==> src/rtl/stopwatch_pkg.sv <==
// ============================================================================
// Module : stopwatch_pkg
// Brief  : Shared state encoding and constants for the stopwatch controller.
// Rev    : 1.0  initial release
// ============================================================================
`default_nettype none
`timescale 1ns/1ps

package stopwatch_pkg;

  typedef enum logic [1:0] {
    STOP = 2'd0,
    RUN  = 2'd1,
    ADJ  = 2'd2
  } state_t;

  localparam logic SEL_SEC = 1'b0;
  localparam logic SEL_MIN = 1'b1;

  localparam int unsigned BLINK_W = 4;

  // Leaving ADJ either drops to STOP or resumes the run/stop state saved on entry.
  function automatic state_t adj_exit_state(input logic resume, input state_t saved);
    return resume ? saved : STOP;
  endfunction

endpackage

`default_nettype wire

==> src/rtl/stopwatch_ctrl_if.sv <==
// ============================================================================
// Module : stopwatch_ctrl_if
// Brief  : Button/switch/tick inputs and command/blank outputs of the controller.
// Rev    : 1.0  initial release
// ============================================================================
`default_nettype none
`timescale 1ns/1ps

interface stopwatch_ctrl_if;

  logic btn_pause;
  logic btn_reset;
  logic btn_lap;
  logic sw_adj;
  logic sw_sel;
  logic tick_1hz;
  logic tick_2hz;
  logic tick_blink;

  logic cnt_en;
  logic cnt_clr;
  logic adj_sec_inc;
  logic adj_min_inc;
  logic blank_sec;
  logic blank_min;
  logic running;
  logic disp_hold;

  modport master (
    output btn_pause, btn_reset, btn_lap, sw_adj, sw_sel,
    output tick_1hz, tick_2hz, tick_blink,
    input  cnt_en, cnt_clr, adj_sec_inc, adj_min_inc,
    input  blank_sec, blank_min, running, disp_hold
  );

  modport slave (
    input  btn_pause, btn_reset, btn_lap, sw_adj, sw_sel,
    input  tick_1hz, tick_2hz, tick_blink,
    output cnt_en, cnt_clr, adj_sec_inc, adj_min_inc,
    output blank_sec, blank_min, running, disp_hold
  );

endinterface

`default_nettype wire

==> src/rtl/rise_edge.sv <==
// ============================================================================
// Module : rise_edge
// Brief  : Registered single-cycle pulse on each rising edge of a level input.
// Rev    : 1.0  initial release
// ============================================================================
`default_nettype none
`timescale 1ns/1ps

module rise_edge (
  input  logic clk,
  input  logic rst,
  input  logic i_d,
  output logic o_pulse
);

  logic r_prev;
  logic r_pulse;

  // History clears to 0 so a level already high at reset release yields one pulse.
  always_ff @(posedge clk or negedge rst) begin
    if (!rst) begin
      r_prev  <= 1'b0;
      r_pulse <= 1'b0;
    end else begin
      r_prev  <= i_d;
      r_pulse <= i_d & ~r_prev;
    end
  end

  assign o_pulse = r_pulse;

endmodule

`default_nettype wire

==> src/rtl/stopwatch_ctrl.sv <==
// ============================================================================
// Module : stopwatch_ctrl
// Brief  : STOP/RUN/ADJ sequencer issuing counter commands and digit blanking.
//          Optional lap/display-hold feature built when STOPWATCH_LAP_EN is defined.
// Rev    : 1.0  initial release
// ============================================================================
`default_nettype none
`timescale 1ns/1ps

module stopwatch_ctrl
  import stopwatch_pkg::*;
#(
  parameter int unsigned BLINK_DIV    = 1,
  parameter int unsigned RESUME_STATE = 0
) (
  input  logic             clk,
  input  logic             rst,
  stopwatch_ctrl_if.slave  ctl
);

  localparam logic [BLINK_W-1:0] c_blink_last = BLINK_W'(BLINK_DIV - 1);
  localparam logic               c_resume     = (RESUME_STATE != 0);

  logic w_pause_edge;
  logic w_reset_edge;
  logic w_lap_edge;

  state_t             r_state;
  state_t             w_state_nx;
  state_t             r_saved;
  state_t             w_saved_nx;
  logic [BLINK_W-1:0] r_blink_cnt;
  logic [BLINK_W-1:0] w_blink_cnt_nx;
  logic               r_phase;
  logic               w_phase_nx;

  logic w_cnt_en_nx;
  logic w_sec_inc_nx;
  logic w_min_inc_nx;
  logic w_blank_sec_nx;
  logic w_blank_min_nx;

  logic r_cnt_en;
  logic r_cnt_clr;
  logic r_adj_sec_inc;
  logic r_adj_min_inc;
  logic r_blank_sec;
  logic r_blank_min;
  logic r_running;

  rise_edge u_pause_edge (
    .clk     (clk),
    .rst     (rst),
    .i_d     (ctl.btn_pause),
    .o_pulse (w_pause_edge)
  );

  rise_edge u_reset_edge (
    .clk     (clk),
    .rst     (rst),
    .i_d     (ctl.btn_reset),
    .o_pulse (w_reset_edge)
  );

  rise_edge u_lap_edge (
    .clk     (clk),
    .rst     (rst),
    .i_d     (ctl.btn_lap),
    .o_pulse (w_lap_edge)
  );

  always_ff @(posedge clk or negedge rst) begin
    if (!rst) begin
      r_state     <= STOP;
      r_saved     <= STOP;
      r_blink_cnt <= '0;
      r_phase     <= 1'b0;
    end else begin
      r_state     <= w_state_nx;
      r_saved     <= w_saved_nx;
      r_blink_cnt <= w_blink_cnt_nx;
      r_phase     <= w_phase_nx;
    end
  end

  always_comb begin
    w_state_nx     = r_state;
    w_saved_nx     = r_saved;
    w_blink_cnt_nx = r_blink_cnt;
    w_phase_nx     = r_phase;
    w_cnt_en_nx    = 1'b0;
    w_sec_inc_nx   = 1'b0;
    w_min_inc_nx   = 1'b0;

    case (r_state)
      STOP, RUN: begin
        // The adjust switch outranks a pause edge; a reset edge swallows the pause edge.
        if (ctl.sw_adj) begin
          w_state_nx = ADJ;
          w_saved_nx = r_state;
        end else if (w_pause_edge && !w_reset_edge) begin
          w_state_nx = (r_state == RUN) ? STOP : RUN;
        end
        if ((r_state == RUN) && ctl.tick_1hz && !w_reset_edge) begin
          w_cnt_en_nx = 1'b1;
        end
      end
      ADJ: begin
        if (!ctl.sw_adj) begin
          w_state_nx = adj_exit_state(c_resume, r_saved);
        end
        if (ctl.tick_2hz && !w_reset_edge) begin
          if (ctl.sw_sel == SEL_MIN) begin
            w_min_inc_nx = 1'b1;
          end else begin
            w_sec_inc_nx = 1'b1;
          end
        end
        if (ctl.tick_blink) begin
          if (r_blink_cnt == c_blink_last) begin
            w_blink_cnt_nx = '0;
            w_phase_nx     = ~r_phase;
          end else begin
            w_blink_cnt_nx = r_blink_cnt + 1'b1;
          end
        end
      end
      default: begin
        w_state_nx = STOP;
      end
    endcase

    // Blink machinery idles at zero whenever the next state is not ADJ.
    if (w_state_nx != ADJ) begin
      w_blink_cnt_nx = '0;
      w_phase_nx     = 1'b0;
    end

    w_blank_sec_nx = w_phase_nx && (ctl.sw_sel == SEL_SEC);
    w_blank_min_nx = w_phase_nx && (ctl.sw_sel == SEL_MIN);
  end

  always_ff @(posedge clk or negedge rst) begin
    if (!rst) begin
      r_cnt_en      <= 1'b0;
      r_cnt_clr     <= 1'b0;
      r_adj_sec_inc <= 1'b0;
      r_adj_min_inc <= 1'b0;
      r_blank_sec   <= 1'b0;
      r_blank_min   <= 1'b0;
      r_running     <= 1'b0;
    end else begin
      r_cnt_en      <= w_cnt_en_nx;
      r_cnt_clr     <= w_reset_edge;
      r_adj_sec_inc <= w_sec_inc_nx;
      r_adj_min_inc <= w_min_inc_nx;
      r_blank_sec   <= w_blank_sec_nx;
      r_blank_min   <= w_blank_min_nx;
      r_running     <= (w_state_nx == RUN);
    end
  end

  assign ctl.cnt_en      = r_cnt_en;
  assign ctl.cnt_clr     = r_cnt_clr;
  assign ctl.adj_sec_inc = r_adj_sec_inc;
  assign ctl.adj_min_inc = r_adj_min_inc;
  assign ctl.blank_sec   = r_blank_sec;
  assign ctl.blank_min   = r_blank_min;
  assign ctl.running     = r_running;

`ifdef STOPWATCH_LAP_EN
  logic r_disp_hold;

  // Hold toggles on lap only while staying in RUN; reset edge or leaving RUN releases it.
  always_ff @(posedge clk or negedge rst) begin
    if (!rst) begin
      r_disp_hold <= 1'b0;
    end else if ((w_state_nx != RUN) || w_reset_edge) begin
      r_disp_hold <= 1'b0;
    end else if ((r_state == RUN) && w_lap_edge) begin
      r_disp_hold <= ~r_disp_hold;
    end
  end

  assign ctl.disp_hold = r_disp_hold;
`else
  logic w_lap_unused;

  assign w_lap_unused  = w_lap_edge;
  assign ctl.disp_hold = 1'b0;
`endif

  a_clr_exclusive: assert property (@(posedge clk) disable iff (!rst)
    r_cnt_clr |-> !(r_cnt_en || r_adj_sec_inc || r_adj_min_inc));

endmodule

`default_nettype wire

==> src/flat_wrapper.sv <==
// flat-port wrapper written by rule: the top's interface ports become plain ports
module stopwatch_ctrl_flat import stopwatch_pkg::*;
#(
  parameter int unsigned BLINK_DIV    = 1,
  parameter int unsigned RESUME_STATE = 0
)
  (clk, rst, ctl_btn_pause, ctl_btn_reset, ctl_btn_lap, ctl_sw_adj, ctl_sw_sel, ctl_tick_1hz, ctl_tick_2hz, ctl_tick_blink, ctl_cnt_en, ctl_cnt_clr, ctl_adj_sec_inc, ctl_adj_min_inc, ctl_blank_sec, ctl_blank_min, ctl_running, ctl_disp_hold);
  stopwatch_ctrl_if ctl_i ();
  input  logic clk;
  input  logic rst;
  input wire logic [$bits(ctl_i.btn_pause)-1:0] ctl_btn_pause;
  input wire logic [$bits(ctl_i.btn_reset)-1:0] ctl_btn_reset;
  input wire logic [$bits(ctl_i.btn_lap)-1:0] ctl_btn_lap;
  input wire logic [$bits(ctl_i.sw_adj)-1:0] ctl_sw_adj;
  input wire logic [$bits(ctl_i.sw_sel)-1:0] ctl_sw_sel;
  input wire logic [$bits(ctl_i.tick_1hz)-1:0] ctl_tick_1hz;
  input wire logic [$bits(ctl_i.tick_2hz)-1:0] ctl_tick_2hz;
  input wire logic [$bits(ctl_i.tick_blink)-1:0] ctl_tick_blink;
  output wire logic [$bits(ctl_i.cnt_en)-1:0] ctl_cnt_en;
  output wire logic [$bits(ctl_i.cnt_clr)-1:0] ctl_cnt_clr;
  output wire logic [$bits(ctl_i.adj_sec_inc)-1:0] ctl_adj_sec_inc;
  output wire logic [$bits(ctl_i.adj_min_inc)-1:0] ctl_adj_min_inc;
  output wire logic [$bits(ctl_i.blank_sec)-1:0] ctl_blank_sec;
  output wire logic [$bits(ctl_i.blank_min)-1:0] ctl_blank_min;
  output wire logic [$bits(ctl_i.running)-1:0] ctl_running;
  output wire logic [$bits(ctl_i.disp_hold)-1:0] ctl_disp_hold;
  assign ctl_i.btn_pause = ctl_btn_pause;
  assign ctl_i.btn_reset = ctl_btn_reset;
  assign ctl_i.btn_lap = ctl_btn_lap;
  assign ctl_i.sw_adj = ctl_sw_adj;
  assign ctl_i.sw_sel = ctl_sw_sel;
  assign ctl_i.tick_1hz = ctl_tick_1hz;
  assign ctl_i.tick_2hz = ctl_tick_2hz;
  assign ctl_i.tick_blink = ctl_tick_blink;
  assign ctl_cnt_en = ctl_i.cnt_en;
  assign ctl_cnt_clr = ctl_i.cnt_clr;
  assign ctl_adj_sec_inc = ctl_i.adj_sec_inc;
  assign ctl_adj_min_inc = ctl_i.adj_min_inc;
  assign ctl_blank_sec = ctl_i.blank_sec;
  assign ctl_blank_min = ctl_i.blank_min;
  assign ctl_running = ctl_i.running;
  assign ctl_disp_hold = ctl_i.disp_hold;
  stopwatch_ctrl #(.BLINK_DIV(BLINK_DIV), .RESUME_STATE(RESUME_STATE)) u_core (.clk(clk), .rst(rst), .ctl(ctl_i));
endmodule
==> config.mk <==
export PLATFORM = sky130hd
export DESIGN_NAME = stopwatch_ctrl_flat
export DESIGN_NICKNAME = d
export VERILOG_FILES = /design/src/rtl/stopwatch_pkg.sv /design/src/rtl/stopwatch_ctrl_if.sv /design/src/rtl/rise_edge.sv /design/src/rtl/stopwatch_ctrl.sv /design/src/flat_wrapper.sv
export SDC_FILE = /design/constraint.sdc
export NUM_CORES = 1
export LEC_CHECK = 0
export BUFFER_PORTS_ARGS = -buffer_cell sky130_fd_sc_hd__buf_2
export CAP_MARGIN = 5
export CORE_MARGIN = 5
export CORE_UTILIZATION = 48
export CTS_BUF_LIST = sky130_fd_sc_hd__clkbuf_8
export DETAILED_ROUTE_END_ITERATION = 6
export GPL_TIMING_DRIVEN = 0
export PLACE_DENSITY = 0.75
export SYNTH_ARGS = -nofsm -noshare
export SYNTH_HDL_FRONTEND = slang
export SYNTH_SLANG_ARGS = --single-unit
==> constraint.sdc <==
create_clock -name clk -period 1.38 [get_ports clk]
set_input_delay 0.276 -clock clk [delete_from_list [all_inputs] [get_ports clk]]
set_output_delay 0.276 -clock clk [all_outputs]
set_load 0.02 [all_outputs]
==> reports/results.ini, run 1 <==
[clock_tree]
cts_tree=built
cts_buffers=3
htree_num_levels=1
clk_latency_ns=0.26
cts_buffer_depth=2
clock-sinks=18
root_buffer=clkbuf_8
cts.clk_slew.worst_paths_ns=0.06

[worst_setup_path]
worstPathArrival_ns=1.52
path_class=register to register
worstPathRequired_ns=1.52
cp-end-kind=register
cp_max_fo=3
startpoint_type=register

[power_and_ir_drop]
leakage_nw=0.494
seqPwrFrac_pct=51.1
combPwrFrac_pct=9.4
power.density_mw_per_mm2=1100
power_frac_clock_pct=39.5
totalPowerFinal_w=0.00108
irDropWorstVdd_mv=0.767
power.switching_w=0.000242
power.internal_w=0.000842
switching_share_pct=22.3

[timing]
tns_ns=-0.00654
finalCritPeriodShare_pct=100
finalSetupViolCount=2
slew_viol_final=0
clock_skew_ns=0.00107
hold_viol_final=0
rsz0062_at_grt=yes
period_needed_ns=1.39
fmax_mhz=722
layout_setup_ws_ns=-0.00501

[yosys]
synth_cell_types=30
avgSynthCellArea_um2=12.1
syn-num-nets=77
yosysWarnings=0
ys_ff_latch=18
syn_area_um2=783
postSynthCellCount=65
yosysSeqAreaShare_pct=57.5

[min_path]
hold_class=input pin to register

[die]
pin_count=18
start_util_pct=51.4
dieArea_mm2=0.00254
die_w_um=50.4
die_y_um=50.4
core_mm2=0.00152
rows=14

[layout]
reg_top3=u_core.r_blink_cnt x4, u_core.r_state x2
fin_util_pct=64.7
num_antenna_cells=0
num-fill-cells=124
top_register=u_core.r_blink_cnt
largest_reg_flops=4
finalNetCount=101
syn_to_final_growth_pct=25.9
drive_above_1_share_pct=37.5

[global_route]
grt_use_total_pct=14.4
grt-ovfl-total=0
met2_usage_pct=21.5
antenna_found_initial=0
grt_max_degree=19
use_met1_pct=17.7
grt.busiest_layer=met2
grt_pass1_vias=610
grt_pass1_wl_um=2770
grtUsageMet3_pct=3.85

[job]
maxCapViolations=0

[drt]
wl_per_cell_um=14.7
ant_nets=0
drc=0
wl_um=1530
drt-initial-drc-count=8
vias_per_cell=5.53
drtPass1Iterations=4
via_count=575

[outcome]
status=finished with violations
violations=setup timing

[place]
dpl_worst_slack_ns=-0.0886
numPortBuffers=15
hpwl_um=1050
gp_congestion=0.837

layer usage:
metal  vias up  wire (um)
li1        278          -
met1       277        644
met2        15        756
met3         5         87
met4         0         43
met5         -          0
cell usage in the layout (no fill, tap or decap):
| master | count |
|---|---|
| a21boi_1 | 2 |
| a21oi_1 | 3 |
| a311o_1 | 1 |
| a32o_1 | 1 |
| and3b_2 | 1 |
| and4b_1 | 2 |
| buf_2 | 16 |
| buf_4 | 4 |
| buf_6 | 2 |
| clkbuf_8 | 4 |
| conb_1 | 1 |
| dfrtp_1 | 18 |
| dlygate4sd3_1 | 1 |
| ha_1 | 1 |
| ha_4 | 1 |
| inv_1 | 1 |
| inv_2 | 2 |
| nand2_1 | 4 |
| nand3_1 | 1 |
| nand3b_1 | 1 |
| nand4_1 | 1 |
| nand4b_1 | 1 |
| nor2_1 | 2 |
| nor2b_1 | 4 |
| nor3_1 | 2 |
| nor3b_2 | 1 |
| nor4_1 | 1 |
| nor4bb_1 | 2 |
| o211ai_1 | 2 |
| o211ai_2 | 1 |
| o21ai_0 | 1 |
| o41ai_1 | 1 |
| or3b_4 | 1 |
| xnor2_1 | 1 |
synth_stat cells:
| master | count | area, um^2 |
|---|---|---|
| and4b_1 | 2 | 20.0 |
| inv_1 | 3 | 11.3 |
| nor3_1 | 2 | 10.0 |
| nor4bb_1 | 2 | 20.0 |
| nand4b_1 | 1 | 8.76 |
| o211ai_1 | 2 | 15.0 |
| nor2_1 | 2 | 7.51 |
| buf_6 | 2 | 22.5 |
| buf_2 | 1 | 5.00 |
| xnor2_1 | 1 | 8.76 |
| a21boi_1 | 2 | 15.0 |
| buf_4 | 1 | 7.51 |
| o211ai_2 | 1 | 12.5 |
| ha_1 | 2 | 25.0 |
| o21ai_0 | 1 | 5.00 |
| nor2b_1 | 4 | 25.0 |
| a311o_1 | 1 | 10.0 |
| nor4_1 | 1 | 6.26 |
| conb_1 | 1 | 3.75 |
| or3b_1 | 1 | 8.76 |
| a21oi_1 | 3 | 15.0 |
| nand3_1 | 1 | 5.00 |
| nand3b_1 | 1 | 7.51 |
| nand2_1 | 4 | 15.0 |
| nand4_1 | 1 | 6.26 |
| dfrtp_1 | 18 | 450 |
| and3b_2 | 1 | 10.0 |
| nor3b_1 | 1 | 7.51 |
| o41ai_1 | 1 | 8.76 |
| a32o_1 | 1 | 10.0 |
power groups by stage:
stage / registers, W / clock network [W] / logic, W
2_1_floorplan: 0.000573 / 0 / 0.0000479
3_3_place_gp: 0.000563 / 0 / 0.0000984
3_5_place_dp: 0.000564 / 0 / 0.000101
4_1_cts: 0.000554 / 0.000439 / 0.000103
5_1_grt: 0.000555 / 0.000465 / 0.000114
6_report: 0.000554 / 0.000428 / 0.000102
timing repair:
item                                    in CTS  in global routing
hold buffers                                 1                  0
gates resized for setup                      1                  5
pin swaps                                    1                  4
endpoints found under the setup margin       3                  4
endpoints found under the hold margin       18                  0
buffers inserted                             2                  1
area by class of cell:
type	instances	area (um^2)	area share [%]
flip-flops and latches	18	450	45.7
multi-input cells	40	307	31.1
repair buffers	19	108	10.9
clock buffers	4	55.1	5.58
plain buffers	4	35.0	3.55
well taps	16	20.0	2.03
inverters	3	11.3	1.14
worst paths after layout:
| check | slack, ns | endpoint | cells past startpoint | startpoint |
|---|---|---|---|---|
| max | -0.005 | u_core.ctl.blank_min$_DFF_PN0_ | 5 | u_core.r_blink_cnt[1]$_DFFE_PN0P_ |
| max in group asynchronous | 0.62 | u_core.ctl.blank_sec$_DFF_PN0_ | 2 | rst |
| max reg2reg | -0.005 | u_core.ctl.blank_min$_DFF_PN0_ | 5 | u_core.r_blink_cnt[1]$_DFFE_PN0P_ |
| min | 0.13 | u_core.u_pause_edge.r_prev$_DFF_PN0_ | 1 | ctl_btn_pause |
| min in group asynchronous | 0.48 | u_core.r_blink_cnt[1]$_DFFE_PN0P_ | 2 | rst |
| min reg2reg | 0.40 | u_core.u_pause_edge.o_pulse$_DFF_PN0_ | 1 | u_core.u_pause_edge.r_prev$_DFF_PN0_ |
worst max-delay path, stage by stage (launching register included):
cell	delay (ns)
dfrtp_1	0.39
inv_2	0.08
ha_4	0.13
or3b_4	0.38
o211ai_2	0.20
a21boi_1	0.09
cell families (layout without fill, tap and decap cells):
logic type	count (synthesis)	after routing	synth area share (%)
AOI/OAI and AO/OA	12	12	11.7
other	1	1	0.479
DFF	18	18	57.5
adders and majority gates	2	2	3.19
buffers and inverters	7	30	5.91
xor gates and xnor gates	1	1	1.12
and+or+nand+nor	24	24	20.1
metrics by stage:
stage          area, um^2  hold slack [ns]  cells
6_report              986            0.130    104
3_3_place_gp          878            0.222     96
2_1_floorplan         783          -0.0196     65
4_1_cts               961            0.127    103
3_5_place_dp          878            0.229     96
5_1_grt               986            0.126    104
Power figures use the tool's default switching activity.
==> inputs of run 2 (changes only) <==
--- a/config.mk
+++ b/config.mk
@@ -7,12 +7,14 @@
 export LEC_CHECK = 0
 export BUFFER_PORTS_ARGS = -buffer_cell sky130_fd_sc_hd__buf_2
 export CAP_MARGIN = 5
+export CELL_PAD_IN_SITES_DETAIL_PLACEMENT = 0
+export CELL_PAD_IN_SITES_GLOBAL_PLACEMENT = 1
 export CORE_MARGIN = 5
-export CORE_UTILIZATION = 48
+export CORE_UTILIZATION = 38
 export CTS_BUF_LIST = sky130_fd_sc_hd__clkbuf_8
 export DETAILED_ROUTE_END_ITERATION = 6
 export GPL_TIMING_DRIVEN = 0
-export PLACE_DENSITY = 0.75
+export PLACE_DENSITY_LB_ADDON = 0.1
 export SYNTH_ARGS = -nofsm -noshare
 export SYNTH_HDL_FRONTEND = slang
 export SYNTH_SLANG_ARGS = --single-unit
==> run 2 against run 1 <==
  * The flow still finishes with violations (setup timing)
  * Combinational power barely moved
  * Sequential power about the same
  * Via count is 2.3% lower
  * Register-to-register slack about the same
  * Critical path depth unchanged
==> reports/results.ini, run 2 (same netlist as run 1, synthesis figures left out) <==
[power_and_ir_drop]
irDropWorstVdd_mv=0.725  ; -5.5%
leakage_nw=0.482  ; -2.6%
power.density_mw_per_mm2=1020  ; -6.8%

[layout]
final_area_um2=978  ; -0.76%
reg_top3=u_core.r_blink_cnt x4, u_core.r_state x2
num_antenna_cells=0  ; unchanged
stdcell_count=113  ; +8.7%
finalNetCount=100  ; -0.99%
final_common_cell=dfrtp_1
layout_common_cells=dfrtp_1, buf_2, nor2b_1, nand2_1
syn_to_final_growth_pct=24.9
drive_above_1_share_pct=36.0  ; -1.5 points
largest_reg_flops=4  ; unchanged
top_register=u_core.r_blink_cnt

[die]
dieArea_mm2=0.00307  ; +21%
core_mm2=0.00196  ; +29%
die_w_um=55.4  ; +9.9%
pin_count=18  ; unchanged
rows=16  ; +2
start_util_pct=39.9  ; -11 points
die_y_um=55.4  ; +9.9%

[drt]
ant_nets=0  ; unchanged
drt-initial-drc-count=6  ; -2
wl_met2_um=730  ; -3.4%
via_count=562  ; -2.3%
drc=0  ; unchanged
highest_layer=met4
wl_met3_um=65  ; -25%
wl_per_cell_um=12.8  ; -13%
drtPass1Iterations=2  ; -2
vias_per_cell=4.97  ; -10%
wl_met1_um=648  ; +0.62%
wl_um=1450  ; -5.2%

[clock_tree]
cts_tree=built
cts.clk_slew.worst_paths_ns=0.06  ; about the same
root_buffer=clkbuf_8
clk_latency_ns=0.25  ; about the same
cts_buffer_depth=2  ; unchanged
clock-sinks=18  ; unchanged
cts_buffers=3  ; unchanged
htree_num_levels=1  ; unchanged

[job]
maxCapViolations=0  ; unchanged

[global_route]
grt-ovfl-total=0  ; unchanged
grt_max_degree=19  ; unchanged
grt_pass1_vias=569  ; -6.7%
antenna_found_initial=0  ; unchanged
grt_pass1_wl_um=2550  ; -8.2%
grt_use_total_pct=10.7  ; -3.8 points

[place]
numPortBuffers=15  ; unchanged
dpl-instance-area_um2=892  ; +1.6%
hpwl_um=1060  ; +1.0%
gp_congestion=0.688  ; -18%
dp.cells=107  ; +11%

[timing]
finalCritPeriodShare_pct=101  ; +0.26 points
hold_viol_final=0  ; unchanged
layout_setup_ws_ns=-0.00857  ; -0.00356 ns
finalSetupViolCount=2  ; unchanged
period_needed_ns=1.39  ; +0.00356 ns
slew_viol_final=0  ; unchanged
hold_ws_ns=0.146  ; +0.0163 ns
rsz0062_at_grt=yes
clock_skew_ns=0.00623  ; +0.00516 ns
fmax_mhz=720  ; -0.26%

[worst_setup_path]
cp_max_fo=3  ; unchanged
startpoint_type=register
worstPathRequired_ns=1.51  ; about the same
worstPathArrival_ns=1.52  ; about the same
cp-end-kind=register
path_class=register to register

[min_path]
hold_class=input pin to register

[outcome]
status=finished with violations
violations=setup timing

## run 2: layout make-up
cell class	instances	area, um^2
clock buffer	3	41.3
fill	208	983
buffer	4	35.0
inverter	3	11.3
sequential	18	450
tap	27	33.8
multi-input combinational	40	307
timing repair buffer	18	100
## run 2: stage by stage
stage          utilization, %  total power [W]  setup WS, ns  setup TNS, ns
2_1_floorplan               -         0.000621        0.0277              0
3_3_place_gp             45.5         0.000664       -0.0870         -0.223
3_5_place_dp             45.5         0.000666       -0.0712         -0.196
4_1_cts                  49.0          0.00102       0.00825              0
5_1_grt                  49.9          0.00105       -0.0561         -0.160
6_report                 49.9          0.00100      -0.00857        -0.0137
## run 2: final timing paths
check | startpoint | end | slack (ns) | depth (start not counted)
min in group asynchronous | rst | u_core.r_blink_cnt[0]$_DFFE_PN0P_ | 0.48 | 2
hold reg to reg | u_core.u_pause_edge.r_prev$_DFF_PN0_ | u_core.u_pause_edge.o_pulse$_DFF_PN0_ | 0.40 | 1
setup reg to reg | u_core.r_blink_cnt[0]$_DFFE_PN0P_ | u_core.ctl.blank_sec$_DFF_PN0_ | -0.009 | 5
setup / recovery | u_core.r_blink_cnt[0]$_DFFE_PN0P_ | u_core.ctl.blank_sec$_DFF_PN0_ | -0.009 | 5
hold / removal | ctl_btn_reset | u_core.u_reset_edge.r_prev$_DFF_PN0_ | 0.15 | 1
max in group asynchronous | rst | u_core.u_reset_edge.r_prev$_DFF_PN0_ | 0.62 | 2
## run 2: report_power, final
group,total [W],switching (W),internal [W]
combinational,0.000101,0.0000591,0.0000416
sequential,0.000555,0.00000775,0.000547
clock,0.000347,0.000154,0.000193
total,0.00100,0.000221,0.000782
## run 2: what timing repair did
item                                    4_1_cts  5_1_grt
pin swaps                                     1        3
endpoints found under the setup margin        3        3
hold buffers                                  1        0
hold endpoints to repair                     18        0
setup buffers                                 2        0
gates resized for setup                       1        5
## run 2: per-layer routing
layer	vias to the layer above	track usage [%]
met3	2	4.90
met1	274	12.0
met4	0	3.13
met2	10	17.9
met5	-	0
li1	276	-
## run 2: worst max-delay path, cell delays in order (launching register included)
cell and delay [ns]:
dfrtp_1 0.39, inv_2 0.07, ha_4 0.12, or3b_4 0.38, o211ai_2 0.22, a21oi_1 0.09
==> inputs of run 3 (changes only) <==
--- a/config.mk
+++ b/config.mk
@@ -9,6 +9,7 @@
 export CAP_MARGIN = 5
 export CELL_PAD_IN_SITES_DETAIL_PLACEMENT = 0
 export CELL_PAD_IN_SITES_GLOBAL_PLACEMENT = 1
+export CORE_ASPECT_RATIO = 1.25
 export CORE_MARGIN = 5
 export CORE_UTILIZATION = 38
 export CTS_BUF_LIST = sky130_fd_sc_hd__clkbuf_8
==> run 3 against run 2 <==
  * The flow still finishes with violations (setup timing)
  * Register-to-register slack got worse by 0.02 ns
  * Clock power increased by 21%
  * First-iteration DRC count increased to 2.5 times the previous value
  * Design area increased by 4.1%
  * Critical path depth unchanged
  * Maximum frequency decreased by 1.8%
  * Worst hold slack got worse by 0.0061 ns
  * Core utilization increased by 1.5 points
  * Non-clock buffer count increased by 3
  * Global-route usage increased by 0.24 points
  * Flip-flop and latch count unchanged
  * Largest power group unchanged
==> reports/results.ini, run 3 (same netlist as run 1, synthesis figures left out) <==
[outcome]
status=finished with violations
violations=setup timing

[layout]
finalNetCount=103  ; +3.0%
syn_to_final_growth_pct=30.0
stdcell_count=110  ; -2.7%
top_register=u_core.r_blink_cnt
multi_input_area_um2=319  ; +4.1%
drive_above_1_share_pct=40.0  ; +4.0 points
final_common_cell=dfrtp_1
largest_reg_flops=4  ; unchanged
num_antenna_cells=0  ; unchanged
layout_common_cells=dfrtp_1, buf_2, buf_4
reg_top3=u_core.r_blink_cnt x4, u_core.r_state x2
seq_area_um2=450  ; unchanged
num-fill-cells=187  ; -10%

[worst_setup_path]
cp_max_fo=3  ; unchanged
startpoint_type=register
rrSetupSlack_ns=-0.03  ; -0.02 ns
worstPathArrival_ns=1.54  ; +0.02 ns
r2r_start=u_core.r_blink_cnt[0]$_DFFE_PN0P_
cp-end-kind=register
worstRegToRegCells=5  ; unchanged
max_stage_delay_ns=0.39  ; about the same
worstPathRequired_ns=1.51  ; about the same
path_class=register to register
crit_slowest_cell=dfrtp_1
r2r_end=u_core.ctl.blank_min$_DFF_PN0_
crit_chain=inv_2 > ha_4 > or3b_4 > o211ai_4 > a21boi_1

[job]
maxCapViolations=0  ; unchanged

[timing]
hold_viol_final=0  ; unchanged
finalSetupViolCount=3  ; +1
finalCritPeriodShare_pct=102  ; +1.8 points
rsz0062_at_grt=yes
fmax_mhz=707  ; -1.8%
layout_setup_ws_ns=-0.0335  ; -0.0250 ns
period_needed_ns=1.41  ; +0.0250 ns
slew_viol_final=0  ; unchanged
hold_ws_ns=0.140  ; -0.00612 ns
clock_skew_ns=0.00321  ; -0.00302 ns

[drt]
drtPass1Iterations=4  ; +2
wl_um=1520  ; +4.5%
drc=0  ; unchanged
via_count=590  ; +5.0%
drt-initial-drc-count=15  ; +9
wl_per_cell_um=13.8  ; +7.4%
ant_nets=0  ; unchanged
vias_per_cell=5.36  ; +7.8%

[min_path]
hold_class=input pin to register
worstHoldStart=ctl_btn_reset
min_to=u_core.u_reset_edge.r_prev$_DFF_PN0_
holdPathStages=1  ; unchanged

[place]
hpwl_um=1020  ; -3.5%
gp_congestion=0.699  ; +1.7%
dpl_worst_slack_ns=-0.0844  ; -0.0132 ns
numPortBuffers=15  ; unchanged
dp.cells=100  ; -6.5%

[clock_tree]
cts_buffers=3  ; unchanged
cts.clk_slew.worst_paths_ns=0.07  ; about the same
cts_buffer_depth=2  ; unchanged
root_buffer=clkbuf_8
clk_latency_ns=0.25  ; about the same
cts_tree=built
htree_num_levels=1  ; unchanged
clock-sinks=18  ; unchanged

[die]
pin_count=18  ; unchanged
die_y_um=60.8  ; +9.7%
dieArea_mm2=0.00307  ; +0.18%
die_w_um=50.6  ; -8.7%
core_mm2=0.00198  ; +1.0%
start_util_pct=39.5  ; -0.40 points
rows=18  ; +2

[global_route]
grt_use_total_pct=10.9  ; +0.24 points
grt_pass1_wl_um=2510  ; -1.4%
grt-ovfl-total=0  ; unchanged
antenna_found_initial=0  ; unchanged
grt_pass1_vias=582  ; +2.3%
grt_max_degree=19  ; unchanged

[power_and_ir_drop]
power.density_mw_per_mm2=1060  ; +3.2%
leakage_nw=0.503  ; +4.4%
irDropWorstVdd_mv=0.861  ; +19%

## run 3: how the worst max path moves through the flow
stage,slack [ns],start,endpoint,cells past startpoint
3_5_place_dp,-0.08,u_core.r_blink_cnt[0]$_DFFE_PN0P_,u_core.ctl.blank_sec$_DFF_PN0_,5
6_report,-0.03,u_core.r_blink_cnt[0]$_DFFE_PN0P_,u_core.ctl.blank_min$_DFF_PN0_,5
4_1_cts,-0.01,u_core.r_blink_cnt[1]$_DFFE_PN0P_,u_core.ctl.blank_sec$_DFF_PN0_,5
3_3_place_gp,-0.07,u_core.r_blink_cnt[0]$_DFFE_PN0P_,u_core.ctl.blank_sec$_DFF_PN0_,5
2_1_floorplan,0.03,u_core.r_blink_cnt[0]$_DFFE_PN0P_,u_core.ctl.blank_sec$_DFF_PN0_,5
5_1_grt,-0.1,u_core.r_blink_cnt[0]$_DFFE_PN0P_,u_core.ctl.blank_min$_DFF_PN0_,5
## run 3: what timing repair did
| action | CTS | global route |
|---|---|---|
| pin swaps | 1 | 2 |
| endpoints found under the hold margin | 18 | 0 |
| setup buffers | 2 | 3 |
| setup endpoints to repair | 3 | 4 |
| gates cloned | 0 | 0 |
| gates resized for setup | 1 | 7 |
| hold buffers | 1 | 0 |
## run 3: critical path, delay by kind of cell (launching register included)
family | cells | cell delay (ns)
fa+ha+maj | 1 | 0.13
simple gates | 1 | 0.39
compound gates | 2 | 0.31
buf+inv | 1 | 0.07
flops | 1 | 0.39
## run 3: power breakdown
part	switching [W]	internal, W	leakage (nW)	total, W
logic	0.0000615	0.0000429	0.235	0.000104
registers	0.00000818	0.000546	0.239	0.000555
clock network	0.000166	0.000253	0.0288	0.000419
total	0.000235	0.000842	0.503	0.00108
## run 3: cell type report
class                      count  share of cell area, %
sequential                    18                   44.2
clock buffer                   4                   5.41
buffer                         4                   3.44
timing repair buffer          21                   12.0
tap                           20                   2.46
multi-input combinational     40                   31.3
inverter                       3                   1.11
## run 3: stage by stage
stage	cell area [um^2]	TNS [ns]	total power, W	util, %
2_1_floorplan	783	0	0.000621	-
3_3_place_gp	883	-0.172	0.000664	44.6
3_5_place_dp	883	-0.242	0.000665	44.6
4_1_cts	966	-0.0198	0.00109	48.7
5_1_grt	1020	-0.297	0.00113	51.4
6_report	1020	-0.0538	0.00108	51.4
## run 3: per-layer routing
metal	global-route usage, %	wire (um)
met3	3.44	93
met1	12.3	642
met2	17.9	752
met4	6.57	29
met5	0	0
